[config.mk]
export PLATFORM = sky130hd
export DESIGN_NAME = log_converter_flat
export DESIGN_NICKNAME = d
export VERILOG_FILES = /design/src/rtl/log_converter_pkg.sv /design/src/rtl/log_converter_if.sv /design/src/rtl/log_converter_lod.sv /design/src/rtl/log_converter.sv /design/src/flat_wrapper.sv
export SDC_FILE = /design/constraint.sdc
export NUM_CORES = 2
export LEC_CHECK = 0
export CAP_MARGIN = 20
export CORE_MARGIN = 4
export CORE_UTILIZATION = 60
export DETAILED_ROUTE_END_ITERATION = 16
export PLACE_DENSITY = 0.77
export SLEW_MARGIN = 20
export SYNTH_ARGS = -nofsm -noshare
export SYNTH_HDL_FRONTEND = slang
export SYNTH_SLANG_ARGS = --single-unit
[constraint.sdc]
create_clock -name clk -period 8.9 [get_ports clk]
set_clock_uncertainty 0.2 [all_clocks]
set_input_delay 0.89 -clock clk [delete_from_list [all_inputs] [get_ports clk]]
set_output_delay 0.89 -clock clk [all_outputs]
set_load 0.03 [all_outputs]
[src/rtl/log_converter_pkg.sv]
// Shared types and constants for the log_converter fixed-point logarithm engine.
package log_converter_pkg;

  typedef enum logic [1:0] {
    LOG2  = 2'd0,
    LN    = 2'd1,
    LOG10 = 2'd2,
    RSVD  = 2'd3
  } log_mode_t;

  typedef enum logic [2:0] {
    IDLE,
    NORM,
    FRAC,
    SCALE,
    DONE
  } state_t;

  // Base-change multipliers in Q0.16: ln(2) and log10(2).
  localparam int unsigned LN2_Q16     = 45426;
  localparam int unsigned LOG10_2_Q16 = 19728;
  localparam int          SCALE_SHIFT = 16;

  function automatic int chan_width(input int channels);
    return (channels > 1) ? $clog2(channels) : 1;
  endfunction

endpackage

[src/rtl/log_converter_if.sv]
// Request/response bundle for log_converter: master drives requests, slave returns tagged results.
interface log_converter_if #(
  parameter int IN_W  = 24,
  parameter int OUT_W = 12,
  parameter int CW    = 2
);
  logic                    in_valid;
  logic                    in_ready;
  logic [IN_W-1:0]         in_data;
  logic [CW-1:0]           in_chan;
  logic [1:0]              in_mode;
  logic                    out_valid;
  logic                    out_ready;
  logic signed [OUT_W-1:0] out_data;
  logic [CW-1:0]           out_chan;
  logic                    out_sat;
  logic                    out_zero;

  modport master (
    output in_valid, in_data, in_chan, in_mode, out_ready,
    input  in_ready, out_valid, out_data, out_chan, out_sat, out_zero
  );

  modport slave (
    input  in_valid, in_data, in_chan, in_mode, out_ready,
    output in_ready, out_valid, out_data, out_chan, out_sat, out_zero
  );
endinterface

[src/rtl/log_converter_lod.sv]
// lod_priority: combinational leading-one detector; index of the highest set bit plus an all-zero flag.
module lod_priority #(
  parameter int W  = 24,
  parameter int IW = (W > 1) ? $clog2(W) : 1
) (
  input  logic [W-1:0]  vec,
  output logic [IW-1:0] index,
  output logic          zero
);
  always_comb begin
    index = '0;
    zero  = (vec == '0);
    for (int i = 0; i < W; i++) begin
      if (vec[i]) index = IW'(i);
    end
  end
endmodule

[src/rtl/log_converter.sv]
// Multi-channel fixed-point log2/ln/log10 engine: leading-one normalise, then one mantissa squaring per fraction bit.
// Define LOG_CONVERTER_ROUND_EN for round-half-up scaling and realignment (default build floors).
module log_converter
  import log_converter_pkg::*;
#(
  parameter int IN_W       = 24,
  parameter int IN_FRAC    = 8,
  parameter int OUT_W      = 12,
  parameter int OUT_FRAC   = 8,
  parameter int FRAC_ITERS = 8,
  parameter int CHANNELS   = 4,
  parameter int CW         = chan_width(CHANNELS)
) (
  input logic            clk,
  input logic            I_RSTn,
  log_converter_if.slave bus
);
  localparam int IDX_W  = $clog2(IN_W);
  localparam int INT_W  = IDX_W + 1;
  localparam int L_W    = INT_W + FRAC_ITERS;
  localparam int PROD_W = L_W + 17;
  localparam int LSHIFT = (OUT_FRAC > FRAC_ITERS) ? OUT_FRAC - FRAC_ITERS : 0;
  localparam int RSHIFT = (FRAC_ITERS > OUT_FRAC) ? FRAC_ITERS - OUT_FRAC : 0;
  localparam int WIDE_W = PROD_W + LSHIFT + 1;
  localparam int CNT_W  = $clog2(FRAC_ITERS + 1);
`ifdef LOG_CONVERTER_ROUND_EN
  localparam int ROUND_ON = 1;
`else
  localparam int ROUND_ON = 0;
`endif
  // Half-LSB offsets collapse to zero when rounding is off or there is nothing to shift.
  localparam logic signed [PROD_W-1:0] SCALE_RND = PROD_W'((ROUND_ON << SCALE_SHIFT) >> 1);
  localparam logic signed [WIDE_W-1:0] ALIGN_RND = WIDE_W'((ROUND_ON << RSHIFT) >> 1);
  localparam logic signed [WIDE_W-1:0] OUT_MAX   = WIDE_W'((64'sd1 <<< (OUT_W - 1)) - 64'sd1);
  localparam logic signed [WIDE_W-1:0] OUT_MIN   = ~OUT_MAX;
  localparam logic signed [16:0]       K_LN      = 17'(LN2_Q16);
  localparam logic signed [16:0]       K_LOG10   = 17'(LOG10_2_Q16);

  state_t                  state_q, state_d;
  logic [IN_W-1:0]         data_q, data_d;
  logic [CW-1:0]           chan_q, chan_d;
  log_mode_t               mode_q, mode_d;
  logic                    zero_q, zero_d;
  logic signed [INT_W-1:0] int_q, int_d;
  logic [IN_W-1:0]         man_q, man_d;
  logic [FRAC_ITERS-1:0]   frac_q, frac_d;
  logic [CNT_W-1:0]        cnt_q, cnt_d;
  logic                    out_valid_q, out_valid_d;
  logic signed [OUT_W-1:0] out_data_q, out_data_d;
  logic [CW-1:0]           out_chan_q, out_chan_d;
  logic                    out_sat_q, out_sat_d;
  logic                    out_zero_q, out_zero_d;

  logic [IDX_W-1:0]         lead_idx;
  logic                     lead_zero;
  logic                     in_ready;
  logic                     accept;
  logic [IN_W:0]            sq_top;
  logic [IN_W-2:0]          sq_unused;
  logic signed [L_W-1:0]    l_val;
  logic signed [16:0]       k_val;
  logic signed [PROD_W-1:0] l_ext, k_ext, prod, scaled;
  logic signed [WIDE_W-1:0] wide, aligned;
  logic signed [OUT_W-1:0]  res_data;
  logic                     res_sat;

  lod_priority #(.W(IN_W), .IW(IDX_W)) u_lod (
    .vec   (data_q),
    .index (lead_idx),
    .zero  (lead_zero)
  );

  assign in_ready     = (state_q == IDLE) || ((state_q == DONE) && bus.out_ready);
  assign accept       = bus.in_valid && in_ready;
  assign bus.in_ready = in_ready;
  assign bus.out_valid = out_valid_q;
  assign bus.out_data  = out_data_q;
  assign bus.out_chan  = out_chan_q;
  assign bus.out_sat   = out_sat_q;
  assign bus.out_zero  = out_zero_q;

  // Squared mantissa kept to Q2.(IN_W-1); the low product bits are the truncation.
  always_comb begin
    {sq_top, sq_unused} = (2 * IN_W)'(man_q) * (2 * IN_W)'(man_q);
  end

  always_comb begin
    l_val = {int_q, frac_q};
    case (mode_q)
      LN:      k_val = K_LN;
      LOG10:   k_val = K_LOG10;
      default: k_val = '0;
    endcase
    l_ext = {{(PROD_W - L_W){l_val[L_W-1]}}, l_val};
    k_ext = {{(PROD_W - 17){k_val[16]}}, k_val};
    prod  = l_ext * k_ext;
    if ((mode_q == LN) || (mode_q == LOG10)) scaled = (prod + SCALE_RND) >>> SCALE_SHIFT;
    else                                     scaled = l_ext;
    wide    = {{(WIDE_W - PROD_W){scaled[PROD_W-1]}}, scaled};
    aligned = ((wide + ALIGN_RND) >>> RSHIFT) <<< LSHIFT;
    res_sat  = 1'b0;
    res_data = aligned[OUT_W-1:0];
    if (aligned > OUT_MAX) begin
      res_data = OUT_MAX[OUT_W-1:0];
      res_sat  = 1'b1;
    end else if (aligned < OUT_MIN) begin
      res_data = OUT_MIN[OUT_W-1:0];
      res_sat  = 1'b1;
    end
  end

  always_comb begin
    state_d     = state_q;
    data_d      = data_q;
    chan_d      = chan_q;
    mode_d      = mode_q;
    zero_d      = zero_q;
    int_d       = int_q;
    man_d       = man_q;
    frac_d      = frac_q;
    cnt_d       = cnt_q;
    out_valid_d = out_valid_q;
    out_data_d  = out_data_q;
    out_chan_d  = out_chan_q;
    out_sat_d   = out_sat_q;
    out_zero_d  = out_zero_q;
    case (state_q)
      IDLE: ;
      NORM: begin
        int_d   = INT_W'({1'b0, lead_idx}) - INT_W'(IN_FRAC);
        man_d   = data_q << (IDX_W'(IN_W - 1) - lead_idx);
        frac_d  = '0;
        cnt_d   = '0;
        zero_d  = lead_zero;
        state_d = lead_zero ? SCALE : FRAC;
      end
      FRAC: begin
        man_d  = sq_top[IN_W] ? sq_top[IN_W:1] : sq_top[IN_W-1:0];
        frac_d = {frac_q[FRAC_ITERS-2:0], sq_top[IN_W]};
        cnt_d  = cnt_q + 1'b1;
        if (cnt_q == CNT_W'(FRAC_ITERS - 1)) state_d = SCALE;
      end
      SCALE: begin
        out_valid_d = 1'b1;
        out_chan_d  = chan_q;
        out_zero_d  = zero_q;
        out_sat_d   = zero_q ? 1'b0 : res_sat;
        out_data_d  = zero_q ? OUT_MIN[OUT_W-1:0] : res_data;
        state_d     = DONE;
      end
      DONE: begin
        if (bus.out_ready) begin
          out_valid_d = 1'b0;
          state_d     = IDLE;
        end
      end
      default: state_d = IDLE;
    endcase
    // A new request wins over the return to IDLE when it arrives as the result is consumed.
    if (accept) begin
      data_d  = bus.in_data;
      chan_d  = bus.in_chan;
      mode_d  = log_mode_t'(bus.in_mode);
      state_d = NORM;
    end
  end

  always_ff @(posedge clk) begin
    if (!I_RSTn) begin
      state_q     <= IDLE;
      data_q      <= '0;
      chan_q      <= '0;
      mode_q      <= LOG2;
      zero_q      <= 1'b0;
      int_q       <= '0;
      man_q       <= '0;
      frac_q      <= '0;
      cnt_q       <= '0;
      out_valid_q <= 1'b0;
      out_data_q  <= '0;
      out_chan_q  <= '0;
      out_sat_q   <= 1'b0;
      out_zero_q  <= 1'b0;
    end else begin
      state_q     <= state_d;
      data_q      <= data_d;
      chan_q      <= chan_d;
      mode_q      <= mode_d;
      zero_q      <= zero_d;
      int_q       <= int_d;
      man_q       <= man_d;
      frac_q      <= frac_d;
      cnt_q       <= cnt_d;
      out_valid_q <= out_valid_d;
      out_data_q  <= out_data_d;
      out_chan_q  <= out_chan_d;
      out_sat_q   <= out_sat_d;
      out_zero_q  <= out_zero_d;
    end
  end

endmodule

[src/flat_wrapper.sv]
// flat-port wrapper written by rule: the top's interface ports become plain ports
module log_converter_flat import log_converter_pkg::*;
#(
  parameter int IN_W       = 24,
  parameter int IN_FRAC    = 8,
  parameter int OUT_W      = 12,
  parameter int OUT_FRAC   = 8,
  parameter int FRAC_ITERS = 8,
  parameter int CHANNELS   = 4,
  parameter int CW         = chan_width(CHANNELS)
)
  (clk, I_RSTn, bus_in_valid, bus_in_data, bus_in_chan, bus_in_mode, bus_out_ready, bus_in_ready, bus_out_valid, bus_out_data, bus_out_chan, bus_out_sat, bus_out_zero);
  log_converter_if #(.IN_W(IN_W), .OUT_W(OUT_W), .CW(CW)) bus_i ();
  input logic clk;
  input logic I_RSTn;
  input wire logic [$bits(bus_i.in_valid)-1:0] bus_in_valid;
  input wire logic [$bits(bus_i.in_data)-1:0] bus_in_data;
  input wire logic [$bits(bus_i.in_chan)-1:0] bus_in_chan;
  input wire logic [$bits(bus_i.in_mode)-1:0] bus_in_mode;
  input wire logic [$bits(bus_i.out_ready)-1:0] bus_out_ready;
  output wire logic [$bits(bus_i.in_ready)-1:0] bus_in_ready;
  output wire logic [$bits(bus_i.out_valid)-1:0] bus_out_valid;
  output wire logic [$bits(bus_i.out_data)-1:0] bus_out_data;
  output wire logic [$bits(bus_i.out_chan)-1:0] bus_out_chan;
  output wire logic [$bits(bus_i.out_sat)-1:0] bus_out_sat;
  output wire logic [$bits(bus_i.out_zero)-1:0] bus_out_zero;
  assign bus_i.in_valid = bus_in_valid;
  assign bus_i.in_data = bus_in_data;
  assign bus_i.in_chan = bus_in_chan;
  assign bus_i.in_mode = bus_in_mode;
  assign bus_i.out_ready = bus_out_ready;
  assign bus_in_ready = bus_i.in_ready;
  assign bus_out_valid = bus_i.out_valid;
  assign bus_out_data = bus_i.out_data;
  assign bus_out_chan = bus_i.out_chan;
  assign bus_out_sat = bus_i.out_sat;
  assign bus_out_zero = bus_i.out_zero;
  log_converter #(.IN_W(IN_W), .IN_FRAC(IN_FRAC), .OUT_W(OUT_W), .OUT_FRAC(OUT_FRAC), .FRAC_ITERS(FRAC_ITERS), .CHANNELS(CHANNELS), .CW(CW)) u_core (.clk(clk), .I_RSTn(I_RSTn), .bus(bus_i));
endmodule
==> impl_metrics.ini <==
[status]
status = complete, no violations

[clock_tree]
cts_max_level = 3
cts_root_buf = clkbuf_16
cts_tree = built
clk_latency_ns = 0.37
cts_setup_buffers = 0
cts_buffers = 9
post_cts_resized = 0
clk_pin_slew_worst_paths_ns = 0.08
cts_num_sinks = 91
postCtsHoldBufs = 0
clockBufferDepth = 2

[worst_setup_path]
crit_arrival_ns = 8.46
regToRegSetupSlack_ns = 0.48
endpoint_kind = register
worstPathRequired_ns = 8.94
worstRegToRegCells = 22
worstReg2RegStart = u_core.man_q[11]$_SDFFE_PN0P_
critical_path.max_fanout = 23
reg2reg_to = u_core.man_q[18]$_SDFFE_PN0P_
worstSetupPathType = reg2reg
cp-start-kind = register

[route]
wl_per_cell_um = 18.86
detail-route-antenna-nets = 0
wl_um = 66430
firstDrtPassIters = 5
wl_met2_um = 31780
vias = 20020
drtIter0Drc = 1528
drcViolationCount = 0
viasPerCell = 5.682
route.top_layer_used = met4
wl_met3_um = 4951
wl_met1_um = 27500

[layout]
final_util_pct = 63.89
drive_gt1_share_pct = 3.131
regArea_um2 = 1822
num-fill-cells = 3634
syn2layout_area_growth_pct = 5.128
post-route-cell-area_um2 = 27520
antenna_cells = 0
multiInputGateArea_um2 = 21190
nNetsFinal = 3789

[placement]
dpl-instance-area_um2 = 27240
hpwl_um = 54580
place_ws_ns = 0.6141
port_buffers = 49
gp_congestion = 0.9620

[logic_synthesis]
synth.net_count = 3806
synth-edff-count = 0
ys_ff_latch = 91
ys_seq_area_share_pct = 6.959
synthDistinctLibCells = 80
avgSynthCellArea_um2 = 8.874
syn_area_um2 = 26180
yosysWarnings = 0
synthesis.instances = 2950
async_reset_ff_share_pct = 0
synth_flop_cell = dfxtp_1

[power]
powerDensity_nw_per_um2 = 143.1
p_leak_uw = 0.01494
ir_drop_mv = 0.1098

[floorplan]
rows = 76
die_h_um = 216.9
die_x_um = 216.9
dieArea_um2 = 47030
ioPinCount = 50
core_um2 = 43080
start_util_pct = 60.77

[timing]
finalSetupViolCount = 0
clock.fmax_mhz = 118.7
worst_slew_pin_slew_ns = 1.020
min_period_over_period_pct = 94.65
final-hold-violation-count = 0
setup_ws_ns = 0.4759
fin_hold_ws_ns = 0.2635
drv_slew = 0
fin_setup_tns_ns = 0
min_period_ns = 8.424
slew_headroom_pct = 31.98
rsz0062_at_grt = false

[hold_path]
worstHoldEndpoint = u_core.bus.out_chan[1]$_SDFFE_PN0P_
whs_path_depth = 2
min_path_type = reg2reg
hp-start = u_core.bus.out_chan[1]$_SDFFE_PN0P_

[grt]
antenna_found_initial = 2
grt_pass1_vias = 21650
overflow = 0
grt_max_degree = 61
grt_first_pass_wirelength_um = 110500
track_usage_pct = 29.26

[run]
drv_cap = 0
[registers in the layout, summed over array words and instances (netlist names)]
| name | flops |
|---|---|
| u_core.state_q | 3 |
| u_core.bus.out_valid | 1 |
| u_core.bus.out_chan | 2 |
| u_core.bus.out_zero | 1 |
| u_core.zero_q | 1 |
| u_core.bus.out_sat | 1 |
| u_core.chan_q | 2 |
| u_core.frac_q | 8 |
| u_core.data_q | 24 |
| u_core.mode_q | 2 |
| u_core.bus.out_data | 12 |
| u_core.int_q | 6 |
| u_core.man_q | 24 |
| u_core.cnt_q | 4 |
[per-stage QoR]
stage	std cells	total power, µW
6_report	3523	3939
5_1_grt	3523	4313
4_1_cts	3523	3902
3_5_place_dp	3507	3503
2_1_floorplan	2950	2656
3_3_place_gp	3507	3407
[cell type report]
class | count | area share [%]
clock inverters | 6 | 0.1819
multi-input cells | 2018 | 76.99
clock buffers | 10 | 0.8320
well taps | 585 | 2.660
inverters | 726 | 9.902
repair buffers | 87 | 2.819
flip-flops and latches | 91 | 6.620
[power by group]
| group | switching (µW) | total, µW | internal (µW) |
|---|---|---|---|
| Clock | 181 | 374 | 193 |
| Combinational | 1820 | 2940 | 1120 |
| Sequential | 172 | 627 | 455 |
[layer usage]
layer  global-route usage (%)  vias to the layer above
met1                    39.96                    10020
met5                        0                        -
met4                    8.968                        0
li1                         -                     9089
met3                    4.259                      150
met2                    48.97                      762
[Yosys cell counts, types with 5 or more instances]
cell	n	share of area, %
inv_1	725	10
fa_1	524	40
ha_1	300	14
nand2_1	272	3.9
and2_1	152	3.6
a21oi_1	132	2.5
nor2_1	113	1.6
clkbuf_1	103	1.5
dfxtp_1	91	7.0
o21ai_0	59	1.1
nand3_1	48	0.92
mux2i_1	41	1.6
a21o_1	37	1.1
xnor2_1	35	1.2
nor2b_1	25	0.60
o211ai_1	22	0.63
nor3_1	18	0.34
xor2_1	18	0.60
a211oi_1	14	0.40
mux2_2	14	0.60
a22oi_1	13	0.37
nand2b_1	12	0.29
o21a_1	12	0.34
and3_1	11	0.26
a221oi_1	10	0.33
or2_2	10	0.24
a31oi_1	9	0.22
o21bai_1	8	0.23
o22ai_1	8	0.19
a21boi_0	7	0.20
buf_2	7	0.13
nand4_1	7	0.17
nor4_1	7	0.17
a211o_1	6	0.20
o2111ai_1	5	0.17
o2bb2ai_1	5	0.17
[kinds of logic after synthesis]
group	Yosys count	synth area share, %
simple gates	693	12.70
flops	91	6.959
other cells	1	0.01433
mux	55	2.170
compound gates	392	9.832
fa+ha+maj	824	54.41
xor+xnor	53	1.773
buf+inv	841	12.14
[how the worst max path moves through the flow]
stage / depth (start not counted) / from / to
2_1_floorplan: 27 / u_core.man_q[19]$_SDFFE_PN0P_ / u_core.man_q[19]$_SDFFE_PN0P_
3_3_place_gp: 23 / u_core.man_q[11]$_SDFFE_PN0P_ / u_core.man_q[6]$_SDFFE_PN0P_
3_5_place_dp: 23 / u_core.man_q[11]$_SDFFE_PN0P_ / u_core.man_q[6]$_SDFFE_PN0P_
4_1_cts: 23 / u_core.man_q[11]$_SDFFE_PN0P_ / u_core.man_q[6]$_SDFFE_PN0P_
5_1_grt: 22 / u_core.man_q[8]$_SDFFE_PN0P_ / u_core.man_q[6]$_SDFFE_PN0P_
6_report: 22 / u_core.man_q[11]$_SDFFE_PN0P_ / u_core.man_q[18]$_SDFFE_PN0P_
[cells in the final DEF, fill, tap and decap left out, types with 24 or more instances in the layout]
master / Yosys / final
a21o_1: 37 / 37
a21oi_1: 132 / 132
and2_1: 152 / 152
buf_4: 1 / 38
clkdlybuf4s50_1: 0 / 49
dfxtp_1: 91 / 91
fa_1: 524 / 524
ha_1: 300 / 300
inv_1: 725 / 725
mux2i_1: 41 / 41
nand2_1: 272 / 272
nand3_1: 48 / 48
nor2_1: 113 / 113
nor2b_1: 25 / 24
o21ai_0: 59 / 59
xnor2_1: 35 / 35
[critical path, stage by stage, from the launching register on]
cell and delay, ns:
dfxtp_1 0.94, inv_1 0.31, nor2_1 0.30, ha_1 0.29
xnor2_1 0.26, fa_1 0.51, fa_1 0.52, fa_1 0.56
inv_1 0.06, fa_1 0.46, fa_1 0.49, inv_1 0.05
fa_1 0.44, ha_1 0.35, nand3_1 0.14, a211oi_1 0.25
o211ai_1 0.31, nand2_1 0.19, a21oi_1 0.11, o41ai_1 0.44
or2_2 0.51, o22ai_1 0.14, a2111oi_0 0.47
(Power assumes the default switching activity.)
